[config.mk]
export PLATFORM = sky130hd
export DESIGN_NAME = usb_tx_encoder
export DESIGN_NICKNAME = d
export VERILOG_FILES = /design/src/rtl/usb_tx_encoder.sv
export SDC_FILE = /design/constraint.sdc
export NUM_CORES = 1
export LEC_CHECK = 0
export ABC_AREA = 1
export CAP_MARGIN = 20
export CORE_UTILIZATION = 55
export DETAILED_ROUTE_END_ITERATION = 8
export MAX_ROUTING_LAYER = met4
export PLACE_DENSITY = 0.79
export SLEW_MARGIN = 20
export SYNTH_ARGS = -nofsm -noshare
export SYNTH_HDL_FRONTEND = slang
export SYNTH_SLANG_ARGS = --single-unit
[constraint.sdc]
create_clock -name clk -period 1.8 [get_ports clk]
set_clock_uncertainty 0.15 [all_clocks]
set_input_delay 0.27 -clock clk [delete_from_list [all_inputs] [get_ports clk]]
set_output_delay 0.27 -clock clk [all_outputs]
set_load 0.05 [all_outputs]
[src/rtl/usb_tx_encoder.sv]
// USB transmit line encoder: serialises SYNC, data (LSB first), stuff bits
// and EOP, NRZI-encodes them and drives D+/D-.
// Ports:
//   clk, n_rst                   - clock, async active-low reset
//   tx_start                     - packet request (sampled in IDLE only)
//   new_bit, load_byte, eod      - strobes from the transmit timer
//   tx_data[7:0]                 - byte currently addressed in the buffer
//   bit_sent, tim_rst, tim_en    - handshake back to the timer
//   d_plus, d_minus              - line drive
//   tx_busy                      - high whenever not IDLE
module usb_tx_encoder #(
    parameter logic [7:0]  SYNC_BYTE    = 8'h80,
    parameter int unsigned EOP_SE0_BITS = 2
) (
    input  logic       clk,
    input  logic       n_rst,
    input  logic       tx_start,
    input  logic       new_bit,
    input  logic       load_byte,
    input  logic       eod,
    input  logic [7:0] tx_data,
    output logic       bit_sent,
    output logic       tim_rst,
    output logic       tim_en,
    output logic       d_plus,
    output logic       d_minus,
    output logic       tx_busy
);
    localparam int SE0_W = (EOP_SE0_BITS > 1) ? $clog2(EOP_SE0_BITS) : 1;

    typedef enum logic [2:0] {
        S_IDLE,
        S_SYNC,
        S_DATA,
        S_EOP_SE0,
        S_EOP_J
    } state_e;

    state_e             state_q, state_d;
    logic [2:0]         sync_cnt_q, sync_cnt_d;
    logic               sync_end_q, sync_end_d;
    logic [2:0]         ones_q, ones_d;
    logic [7:0]         sync_sr_q, sync_sr_d;
    logic [6:0]         data_sr_q, data_sr_d;
    logic               reload_q, reload_d;
    logic               eod_q, eod_d;
    logic [SE0_W-1:0]   se0_cnt_q, se0_cnt_d;
    logic               level_q, level_d;
    logic               d_plus_q, d_plus_d;
    logic               d_minus_q, d_minus_d;
    logic               bit_sent_q, bit_sent_d;
    logic               tim_rst_q, tim_rst_d;
    logic               tim_en_q, tim_en_d;
    logic               busy_q, busy_d;

    logic               send_en;
    logic               send_bit;
    logic               eod_now;
    logic               reload_now;

    always_comb begin
        state_d    = state_q;
        sync_cnt_d = sync_cnt_q;
        sync_end_d = sync_end_q;
        ones_d     = ones_q;
        sync_sr_d  = sync_sr_q;
        data_sr_d  = data_sr_q;
        reload_d   = 1'b0;
        eod_d      = 1'b0;
        se0_cnt_d  = se0_cnt_q;
        level_d    = level_q;
        d_plus_d   = d_plus_q;
        d_minus_d  = d_minus_q;
        bit_sent_d = 1'b0;
        tim_rst_d  = 1'b0;
        tim_en_d   = tim_en_q;
        send_en    = 1'b0;
        send_bit   = 1'b0;
        // A strobe coinciding with new_bit still counts; eod masks a
        // simultaneous load_byte.
        eod_now    = eod_q | eod;
        reload_now = reload_q | (load_byte & ~eod);

        unique case (state_q)
            S_IDLE: begin
                d_plus_d  = 1'b1;
                d_minus_d = 1'b0;
                level_d   = 1'b1;
                if (tx_start) begin
                    tim_rst_d  = 1'b1;
                    tim_en_d   = 1'b1;
                    sync_cnt_d = 3'd0;
                    sync_end_d = 1'b0;
                    ones_d     = 3'd0;
                    sync_sr_d  = SYNC_BYTE;
                    state_d    = S_SYNC;
                end
            end
            S_SYNC: begin
                if (new_bit) begin
                    if (sync_end_q) begin
                        data_sr_d  = tx_data[7:1];
                        send_en    = 1'b1;
                        send_bit   = tx_data[0];
                        bit_sent_d = 1'b1;
                        state_d    = S_DATA;
                    end else begin
                        send_en    = 1'b1;
                        send_bit   = sync_sr_q[0];
                        sync_sr_d  = {1'b0, sync_sr_q[7:1]};
                        sync_cnt_d = sync_cnt_q + 3'd1;
                        sync_end_d = (sync_cnt_q == 3'd7);
                    end
                end
            end
            S_DATA: begin
                eod_d    = eod_now;
                reload_d = reload_now;
                if (new_bit) begin
                    if (ones_q == 3'd6) begin
                        // stuff bit; pending flags survive it
                        send_en  = 1'b1;
                        send_bit = 1'b0;
                    end else if (eod_now) begin
                        eod_d     = 1'b0;
                        reload_d  = 1'b0;
                        se0_cnt_d = '0;
                        d_plus_d  = 1'b0;
                        d_minus_d = 1'b0;
                        state_d   = S_EOP_SE0;
                    end else if (reload_now) begin
                        reload_d   = 1'b0;
                        data_sr_d  = tx_data[7:1];
                        send_en    = 1'b1;
                        send_bit   = tx_data[0];
                        bit_sent_d = 1'b1;
                    end else begin
                        data_sr_d  = {1'b0, data_sr_q[6:1]};
                        send_en    = 1'b1;
                        send_bit   = data_sr_q[0];
                        bit_sent_d = 1'b1;
                    end
                end
            end
            S_EOP_SE0: begin
                if (new_bit) begin
                    if (se0_cnt_q == SE0_W'(EOP_SE0_BITS - 1)) begin
                        d_plus_d  = 1'b1;
                        d_minus_d = 1'b0;
                        level_d   = 1'b1;
                        state_d   = S_EOP_J;
                    end else begin
                        se0_cnt_d = se0_cnt_q + SE0_W'(1);
                    end
                end
            end
            S_EOP_J: begin
                if (new_bit) begin
                    tim_en_d = 1'b0;
                    state_d  = S_IDLE;
                end
            end
            default: begin
                state_d = S_IDLE;
            end
        endcase

        // NRZI: a 0 toggles the line, a 1 holds it; level_q=1 means J
        if (send_en) begin
            level_d   = send_bit ? level_q : ~level_q;
            ones_d    = send_bit ? ones_q + 3'd1 : 3'd0;
            d_plus_d  = level_d;
            d_minus_d = ~level_d;
        end

        busy_d = (state_d != S_IDLE);
    end

    always_ff @(posedge clk or negedge n_rst) begin
        if (!n_rst) begin
            state_q    <= S_IDLE;
            sync_cnt_q <= 3'd0;
            sync_end_q <= 1'b0;
            ones_q     <= 3'd0;
            sync_sr_q  <= 8'd0;
            data_sr_q  <= 7'd0;
            reload_q   <= 1'b0;
            eod_q      <= 1'b0;
            se0_cnt_q  <= '0;
            level_q    <= 1'b1;
            d_plus_q   <= 1'b1;
            d_minus_q  <= 1'b0;
            bit_sent_q <= 1'b0;
            tim_rst_q  <= 1'b0;
            tim_en_q   <= 1'b0;
            busy_q     <= 1'b0;
        end else begin
            state_q    <= state_d;
            sync_cnt_q <= sync_cnt_d;
            sync_end_q <= sync_end_d;
            ones_q     <= ones_d;
            sync_sr_q  <= sync_sr_d;
            data_sr_q  <= data_sr_d;
            reload_q   <= reload_d;
            eod_q      <= eod_d;
            se0_cnt_q  <= se0_cnt_d;
            level_q    <= level_d;
            d_plus_q   <= d_plus_d;
            d_minus_q  <= d_minus_d;
            bit_sent_q <= bit_sent_d;
            tim_rst_q  <= tim_rst_d;
            tim_en_q   <= tim_en_d;
            busy_q     <= busy_d;
        end
    end

    assign d_plus   = d_plus_q;
    assign d_minus  = d_minus_q;
    assign bit_sent = bit_sent_q;
    assign tim_rst  = tim_rst_q;
    assign tim_en   = tim_en_q;
    assign tx_busy  = busy_q;

endmodule

-- After elaboration in Yosys (flattened, before gate mapping)
Index checks and enable logic that the tools add are counted.
Widths: inputs -> output; s select.
- output and inout bits: 6
- input port bits: 14
- logic and storage cells: 141
- bits in registers: 35
- bitwise gates (word level): 6
- equal/unequal tests: 21
- add/sub/neg operators: 3
- reductions and logical operators: 18
- muxes and demuxes: 77
- operators with widths (cell ; count):
    $mux 3 ; 15
    $mux 7 ; 6
    $mux 1 ; 40
    $mux 8 ; 3
    $ne 2x2->1 const B ; 10
    $pmux 8 s2 ; 1
    $ne 3x3->1 const B ; 5
    $pmux 3 s5 ; 1
    $pmux 1 s2 ; 7
    $pmux 7 s2 ; 1
    $reduce_and 6->1 ; 2
    $reduce_bool 2->1 ; 6
    $eq 3x3->1 const B ; 3
    $reduce_and 3->1 ; 3
    $add 3x1->3 const B ; 2
    $eq 3x2->1 const B ; 2
    $pmux 1 s3 ; 2
    $pmux 3 s2 ; 1
    $reduce_bool 3->1 ; 2
    $reduce_and 5->1 ; 1
    $reduce_and 4->1 ; 1
    $reduce_bool 4->1 ; 1
    $eq 3x1->1 const B ; 1
    $logic_not 3->1 ; 1
    other kinds (5) ; 8

-- Longest topological paths before layout
Gate-level depths: netlist of run 1.
- word-level depth: 11
- mapped depth: 11
- mapped depth without buffers: 11

-- Worst setup path after synthesis of run 1
OpenSTA, ideal clock, no wires.
- path type: register to register
- from: reg ones_q[0]
- to: reg data_sr_q[0]
- slack: 314 ps
- period minus slack after synthesis: 1486 ps
- setup time: 126 ps
- cell stages (with the launch flop): 10
- arrival: 1210 ps
- cell sequence: dfrtp_1 > inv_1 > ha_1 > nand2_1 > nand2_1 > nand2_2 > nand2_4 > nor2_8 > buf_6 > a31oi_1
- cells in the longest elaborated chain, start to end: 3
- ends and longest elaborated chain (item ; line ; RTL):
    from (decl) ; 42 ; logic [2:0] ones_q, ones_d;
    from (signal assigned) ; 201 ; ones_q <= ones_d;
    $eq 3x3->1 ; 120 ; if (ones_q == 3'd6) begin
    $ne 2x2->1 (no source line) ; -- ;
    $reduce_and 6->1 (no source line) ; -- ;
    to (signal assigned) ; 203 ; data_sr_q <= data_sr_d;
    to (decl) ; 44 ; logic [6:0] data_sr_q, data_sr_d;
No other way between the ends.
A chain may end at the register's enable or synchronous reset.

-- Worst setup path in the final report of run 1
- from: reg state_q[0]
- to: reg sync_cnt_q[1]
- cells in the longest elaborated chain, start to end: 3
- elaborated cells between the ends (all ways): 8
- ends and longest elaborated chain (item ; line ; RTL):
    from (decl) ; 39 ; state_e state_q, state_d;
    from (signal assigned) ; 198 ; state_q <= state_d;
    $eq 3x1->1 / $logic_not 3->1 (equally long branches) ; 84 ; unique case (state_q)
    $ne 2x2->1 (no source line) / $reduce_bool 2->1 (equally long branches) ; -- ;
    $reduce_and 4->1 (no source line) ; -- ;
    to (signal assigned) ; 199 ; sync_cnt_q <= sync_cnt_d;
    to (decl) ; 40 ; logic [2:0] sync_cnt_q, sync_cnt_d;
Parallel ways exist; a longest one is shown, timed or not.

==> impl_metrics.csv, run 1 <==
group,metric,value,unit
run_status,run_status,"finished with violations",
run_status,violations,"design-rule violations",
grt,grt_pass1_vias,1313,
power_and_ir_drop,pwr_density_cell,1470,mW/mm²
sta,rsz0062_at_grt,"false",
routing,drt_iter0_drc,36,
synthesis,netlist_instances,195,
critical_path,crit_fanout,5,
cells_and_area,nFillCells,245,
critical_path,crit_path_start_kind,"flop",
placement,dp_hpwl,2320,µm
synthesis,yosysUniqueCellTypes,30,
placement,placed_area,0.00194,mm²
grt,grt_pass1_wl,5570,µm
synthesis,synth_top_area_cell,"dfrtp_1",
worst_hold_path,hold_class,"input port to asynchronous set/reset pin",
critical_path,ff2ff_setup_slack,0.19,ns
grt,overflow,0,
clock_network,clock_latency,0.34,ns
power_and_ir_drop,power,2960,µW
routing,vias_per_cell,5.15,
sta,timing.final.crit_share,89.4,%
grt,track_usage,23.1,%
routing,wirelength,3130,µm
clock_network,holdBufCountCts,0,
critical_path,worst-setup-path-type,"flop to flop",
cells_and_area,nNetsFinal,241,
critical_path,path_buf_inv,1,
floorplanning,die-area,0.00333,mm²
critical_path,slowest_delay,0.43,ns
floorplanning,rows,19,
cells_and_area,final_common_cell,"nand2_1",
floorplanning,core_area,0.00285,mm²
critical_path,timing.rr.start,"state_q[0]",
routing,antenna_left,0,
floorplanning,io_pins,20,
sta,fmax,622,MHz
floorplanning,die_x,57.7,µm
synthesis,yosysSeqAreaShare,51.4,%
sta,min_period,1.61,ns
clock_network,cts_buffers,5,
critical_path,worst-path-stages,7,
critical_path,crit_family,"simple AND/OR/NAND/NOR gates",
critical_path,cp_data_required_time,1.88,ns
clock_network,clockRootBuffer,"clkbuf_4",
critical_path,rr_worst_depth,7,
sta,maxSlewViolCount,0,
floorplanning,fp.dieH,57.7,µm
synthesis,yosysWarnings,0,
cells_and_area,final_cell_mix,"43 x nand2_1, 33 x dfrtp_1, 27 x inv_1",
routing,route.detailed.drc,1,
grt,grt_max_degree,36,
routing,vias,1312,
routing,detail_route.wl_per_cell,12.3,µm
synthesis,ys_ff_latch,35,
cells_and_area,diodes,0,
synthesis,synth_edf_count,0,
cells_and_area,final_cell_count_no_fill,255,
flow_run,maxCapViolCount,0,
clock_network,cts.sinks,35,
power_and_ir_drop,peakVddDrop,0.000837,V
cells_and_area,drive_above_1_share,20.1,%
sta,worstMarginPinSlew,0.445,ns
synthesis,synth_area_leaders,"dfrtp_1 48%, nand2_1 9.7%, inv_1 5.9%",
critical_path,cp.arrival,1.69,ns
synthesis,synth.avg_cell_area,8.76,µm²
critical_path,timing.rr.end,"sync_cnt_q[1]",
clock_network,cts_buffer_depth,2,
synthesis,synth_top_area_share,48.4,%
clock_network,clk_pin_slew,0.12,ns
synthesis,synthArstFlopShare,100,%
floorplanning,initial_core_util,59.9,%
sta,finalSetupViolCount,0,
sta,maxSlewHeadroom,70.3,%
cells_and_area,postLayoutCellArea,0.00201,mm²
routing,dr.pass1.iters,6,
critical_path,startpoint,"state_q[0]",
clock_network,htree_num_levels,2,
critical_path,critPathCaptureType,"flop",
synthesis,synth_flop_cell,"dfrtp_1",
placement,portBuffers,19,
synthesis,synth.cell_area,0.00171,mm²
synthesis,syn_nets,213,
critical_path,cp_slowest_cell,"dfrtp_1",
grt,antenna_found_initial,0,
sta,fin_setup_tns,0,ns
placement,place_congestion,0.871,
critical_path,crit_end,"sync_cnt_q[1]",
cells_and_area,areaGrowthSynthToFinish,17.7,%
placement,placedCellCount,246,
sta,hold_violations,0,
critical_path,timing.critical_path.cells,"inv_2, nand2_1, nor2_1, nand2_1, nand2_2, nand2_2, a22o_1",
power_and_ir_drop,leakage,0.00102,µW
clock_network,cts_tree,"done",
[final cells by class]
class	count	area (µm²)	area share, %
Multi-Input combinational cell	121	676	33.6
Inverter	36	135	6.72
Clock inverter	3	20.0	0.996
Clock buffer	5	37.5	1.87
Sequential cell	35	878	43.7
Timing Repair Buffer	24	225	11.2
Tap cell	31	38.8	1.93
[synth_stat cells (2+ instances only)]
cell,n
o21ai_0,9
dfrtp_1,33
dfstp_2,2
a21oi_1,4
inv_2,9
nand2_4,4
nor2_1,10
nand2_2,3
a22o_1,2
o22ai_1,7
ha_1,4
inv_1,27
o21ai_1,11
nand3_1,11
nand2_1,44
[worst min-delay path by stage]
stage                               end  slack [ns]  depth (start not counted)
after detailed placement  sync_cnt_q[0]        0.34                          1
after CTS                      reload_q        0.18                          2
after global placement    sync_cnt_q[0]        0.32                          1
after global routing       data_sr_q[0]        0.22                          2
final                      data_sr_q[0]        0.18                          2
after floorplan                bit_sent       -0.18                          0
[timing repair]
action,CTS,global route
resized for setup,0,2
setup endpoints to repair,0,4
setup buffers,0,1
[state kept, by name (all words and copies together) (netlist names), 3 cells and up]
| signal | flops |
|---|---|
| data_sr_q | 7 |
| ones_q | 3 |
| state_q | 3 |
| sync_cnt_q | 3 |
| sync_sr_q | 8 |
[routing by layer]
layer / wire length [µm] / track usage, % / vias to the layer above
met2: 1540 / 37.5 / 17
met3: 81 / 4.69 / 7
met4: 62 / 10.2 / 0
met5: 0 / - / -
li1: - / - / 680
met1: 1440 / 28.0 / 608
[metrics by stage]
stage | util (%) | setup slack (ns) | hold slack [ns]
2_1_floorplan | - | 0.314 | -0.176
3_3_place_gp | 68.0 | 0.0300 | 0.319
3_5_place_dp | 68.0 | -0.0323 | 0.337
4_1_cts | 70.0 | 0.112 | 0.180
5_1_grt | 70.5 | 0.0286 | 0.218
6_report | 70.5 | 0.191 | 0.185
[power by group]
group | internal [µW] | total, µW | switching (µW) | leakage (µW)
clock | 149 | 424 | 275 | 0.0000272
combinational | 476 | 1320 | 847 | 0.000554
sequential | 1080 | 1220 | 142 | 0.000440
[logic make-up (layout without fill, tap and decap cells)]
| group | after synthesis | count (layout) | share of synthesized area, % |
|---|---|---|---|
| flip-flops | 35 | 35 | 51.4 |
| AO/OA/AOI/OAI | 36 | 36 | 11.9 |
| AND/OR/NAND/NOR | 80 | 80 | 24.0 |
| XOR/XNOR | 1 | 1 | 0.513 |
| buffers and inverters | 39 | 68 | 9.30 |
| adder cells (fa/ha/maj) | 4 | 4 | 2.93 |
No activity file was read; power rests on OpenSTA's default activity.
==> run 2: changes to the inputs <==
- CORE_UTILIZATION: 55 -> 52
- CTS_BUF_LIST: unset -> sky130_fd_sc_hd__clkbuf_8
- MAX_ROUTING_LAYER: met4 -> unset
- PLACE_DENSITY: 0.79 -> 0.78
- clock period: 1.8 -> 1.4 ns (I/O delays scaled with it)
==> run 2 against run 1 <==
The flow finishes with violations (negative setup slack). Fmax rose by 0.99%. Final cell count rose by 15%. Die area rose by 5.6%. Non-clock buffer count rose by 24. Global-route usage rose by 3.8 points. Sequential power rose by 31%. Via count rose by 22%. Combinational power rose by 110%. First-iteration DRC count rose to 3.0 times the previous value. Worst hold slack got worse by 0.048 ns. Highest routed layer unchanged. Clock power rose by 70%. Largest power group unchanged. Critical endpoint is now d_plus.
==> impl_metrics.csv, run 2 (synthesis results as in run 1) <==
group,metric,value,unit
routing,vias,1599,
critical_path,slowest_delay,0.43,ns
grt,grtUsageMet2,44.6,%
grt,antenna_found_initial,0,
sta,worstMarginPinSlew,0.323,ns
clock_network,cts_tree,"done",
cells_and_area,largest-register,"sync_sr_q",
cells_and_area,multi_input_area,903,µm²
critical_path,path_common_cell,"nand2_2",
cells_and_area,nFillCells,151,
cells_and_area,final_common_cell,"dfrtp_1",
grt,grt_pass1_vias,1454,
critical_path,cp_slowest_cell,"dfrtp_1",
floorplanning,die_x,59.3,µm
sta,min_period,1.59,ns
cells_and_area,areaGrowthSynthToFinish,51.1,%
power_and_ir_drop,pwr_density_cell,1950,mW/mm²
grt,track_usage,26.9,%
critical_path,cp.arrival,1.68,ns
floorplanning,initial_core_util,55.5,%
placement,placed_area,0.00216,mm²
clock_network,clk_pin_slew,0.07,ns
sta,finalSetupViolCount,29,
cells_and_area,drive_above_1_share,43.8,%
sta,timing.final.crit_share,114,%
sta,maxSlewHeadroom,78.2,%
cells_and_area,ff_latch_area,878,µm²
clock_network,cts_buffer_depth,2,
cells_and_area,fin_util,83.9,%
sta,fin_ws,-0.193,ns
run_status,run_status,"finished with violations",
floorplanning,io_pins,20,
cells_and_area,diodes,0,
cells_and_area,final_cell_mix,"33 x dfrtp_1, 29 x nand2_1, 25 x inv_1",
floorplanning,fp.dieH,59.3,µm
routing,wirelength,4860,µm
cells_and_area,largest_register_ffs,8,
placement,placedCellCount,275,
floorplanning,rows,20,
placement,portBuffers,19,
grt,overflow,0,
sta,maxSlewViolCount,0,
power_and_ir_drop,leakage,0.00126,µW
flow_run,maxCapViolCount,0,
cells_and_area,top_regs,"sync_sr_q (8), data_sr_q (7)",
sta,hold_violations,0,
critical_path,critPathCaptureType,"flop",
clock_network,clockRootBuffer,"clkbuf_8",
floorplanning,core_area,0.00308,mm²
placement,place_congestion,0.798,
clock_network,holdBufCountCts,0,
grt,grt_max_degree,36,
grt,grt_util_met1,31.9,%
placement,place_ws,-0.420,ns
routing,vias_per_cell,5.46,
routing,antenna_left,0,
critical_path,timing.critical_path.cells,"inv_2, nand3_4, buf_6, nor2_4, nand2_2, nand2_2, nand2_2, nand3_2, nand2_2, nand2_1",
critical_path,worst-setup-path-type,"flop to flop",
routing,detail_route.wl_per_cell,16.6,µm
routing,route.detailed.drc,0,
grt,grt_busiest_layer,"met2",
sta,fin_hold_ws,0.136,ns
grt,grt_use_met3,7.86,%
sta,fmax,628,MHz
clock_network,clock_latency,0.29,ns
clock_network,cts.sinks,35,
cells_and_area,final_cell_count_no_fill,293,
grt,grt_pass1_wl,6660,µm
routing,drt_iter0_drc,107,
run_status,violations,"negative setup slack",
floorplanning,die-area,0.00352,mm²
clock_network,cts_buffers,5,
cells_and_area,nNetsFinal,266,
sta,rsz0062_at_grt,"true",
clock_network,htree_num_levels,2,
critical_path,cp_data_required_time,1.48,ns
placement,dp_hpwl,2630,µm
cells_and_area,postLayoutCellArea,0.00258,mm²
critical_path,crit_path_start_kind,"flop",
routing,dr.pass1.iters,4,
worst_hold_path,hold_class,"input port to asynchronous set/reset pin",
critical_path,crit_fanout,4,
power_and_ir_drop,peakVddDrop,0.00153,V
## run 2: cell count changes in the layout (fill, tap and decap cells not counted), moves of 4 or more
cell,delta
buf_12,+7
buf_4,+12
nand2_2,+7
nand2_1,-14
clkbuf_8,+5
nand2_4,+6
o21ai_1,-5
o22ai_1,-5
clkbuf_4,-5
buf_6,+5
o21ai_2,+8
o22ai_2,+5
nor2_1,-4
## run 2: stage by stage
step,power [µW],TNS [ns]
after floorplan,2860,-0.227
after global placement,3460,-6.69
after detailed placement,3550,-8.19
after CTS,4570,-1.20
after global routing,5310,-5.77
final,5030,-3.21
## run 2: worst max-delay path, delay by kind of cell (launching register included)
family,cells,cell delay [ns]
buffers and inverters,2,0.29
DFF,1,0.43
and+or+nand+nor,8,0.66
## run 2: path summary, 6_finish.rpt
check / to / cells after the start / start / slack (ns)
worst max-delay path: d_plus / 10 / state_q[2] / -0.19
worst min-delay path: state_q[2] / 2 / n_rst / 0.14
worst max register to register: d_plus / 10 / state_q[2] / -0.19
worst min register to register: sync_cnt_q[0] / 1 / sync_cnt_q[0] / 0.36
max in group asynchronous: level_q / 2 / n_rst / 0.73
min in group clk: sync_cnt_q[0] / 1 / sync_cnt_q[0] / 0.36
## run 2: layer usage
layer,up-vias,wire (µm),part of all wire (%)
met5,-,0,0
met4,0,127,2.6
met3,14,199,4.1
met2,48,2630,54
met1,805,1900,39
li1,732,-,-
## run 2: what timing repair did
action,CTS,global route
gates cloned,1,0
buffers inserted,6,3
pin swaps,13,13
endpoints found under the setup margin,27,32
gates resized for setup,33,32
## run 2: area by class of cell
type                    instances  area share [%]
well taps                      44            2.13
clock buffers                   5            2.67
multi-input cells             122            35.0
inverters                      36            5.62
repair buffers                 48            19.8
clock inverters                 3           0.776
flip-flops and latches         35            34.0
## run 2: power breakdown
part / leakage, µW / internal [µW] / switching [µW] / total, µW
Clock: 0.0000402 / 346 / 374 / 719
Combinational: 0.000777 / 1150 / 1560 / 2710
Sequential: 0.000440 / 1390 / 217 / 1600
==> run 3: changes to the inputs <==
- GPL_TIMING_DRIVEN: unset -> 1
==> results of run 3 <==
Same layout as run 2: the final DEF is identical, and so are final timing and power.
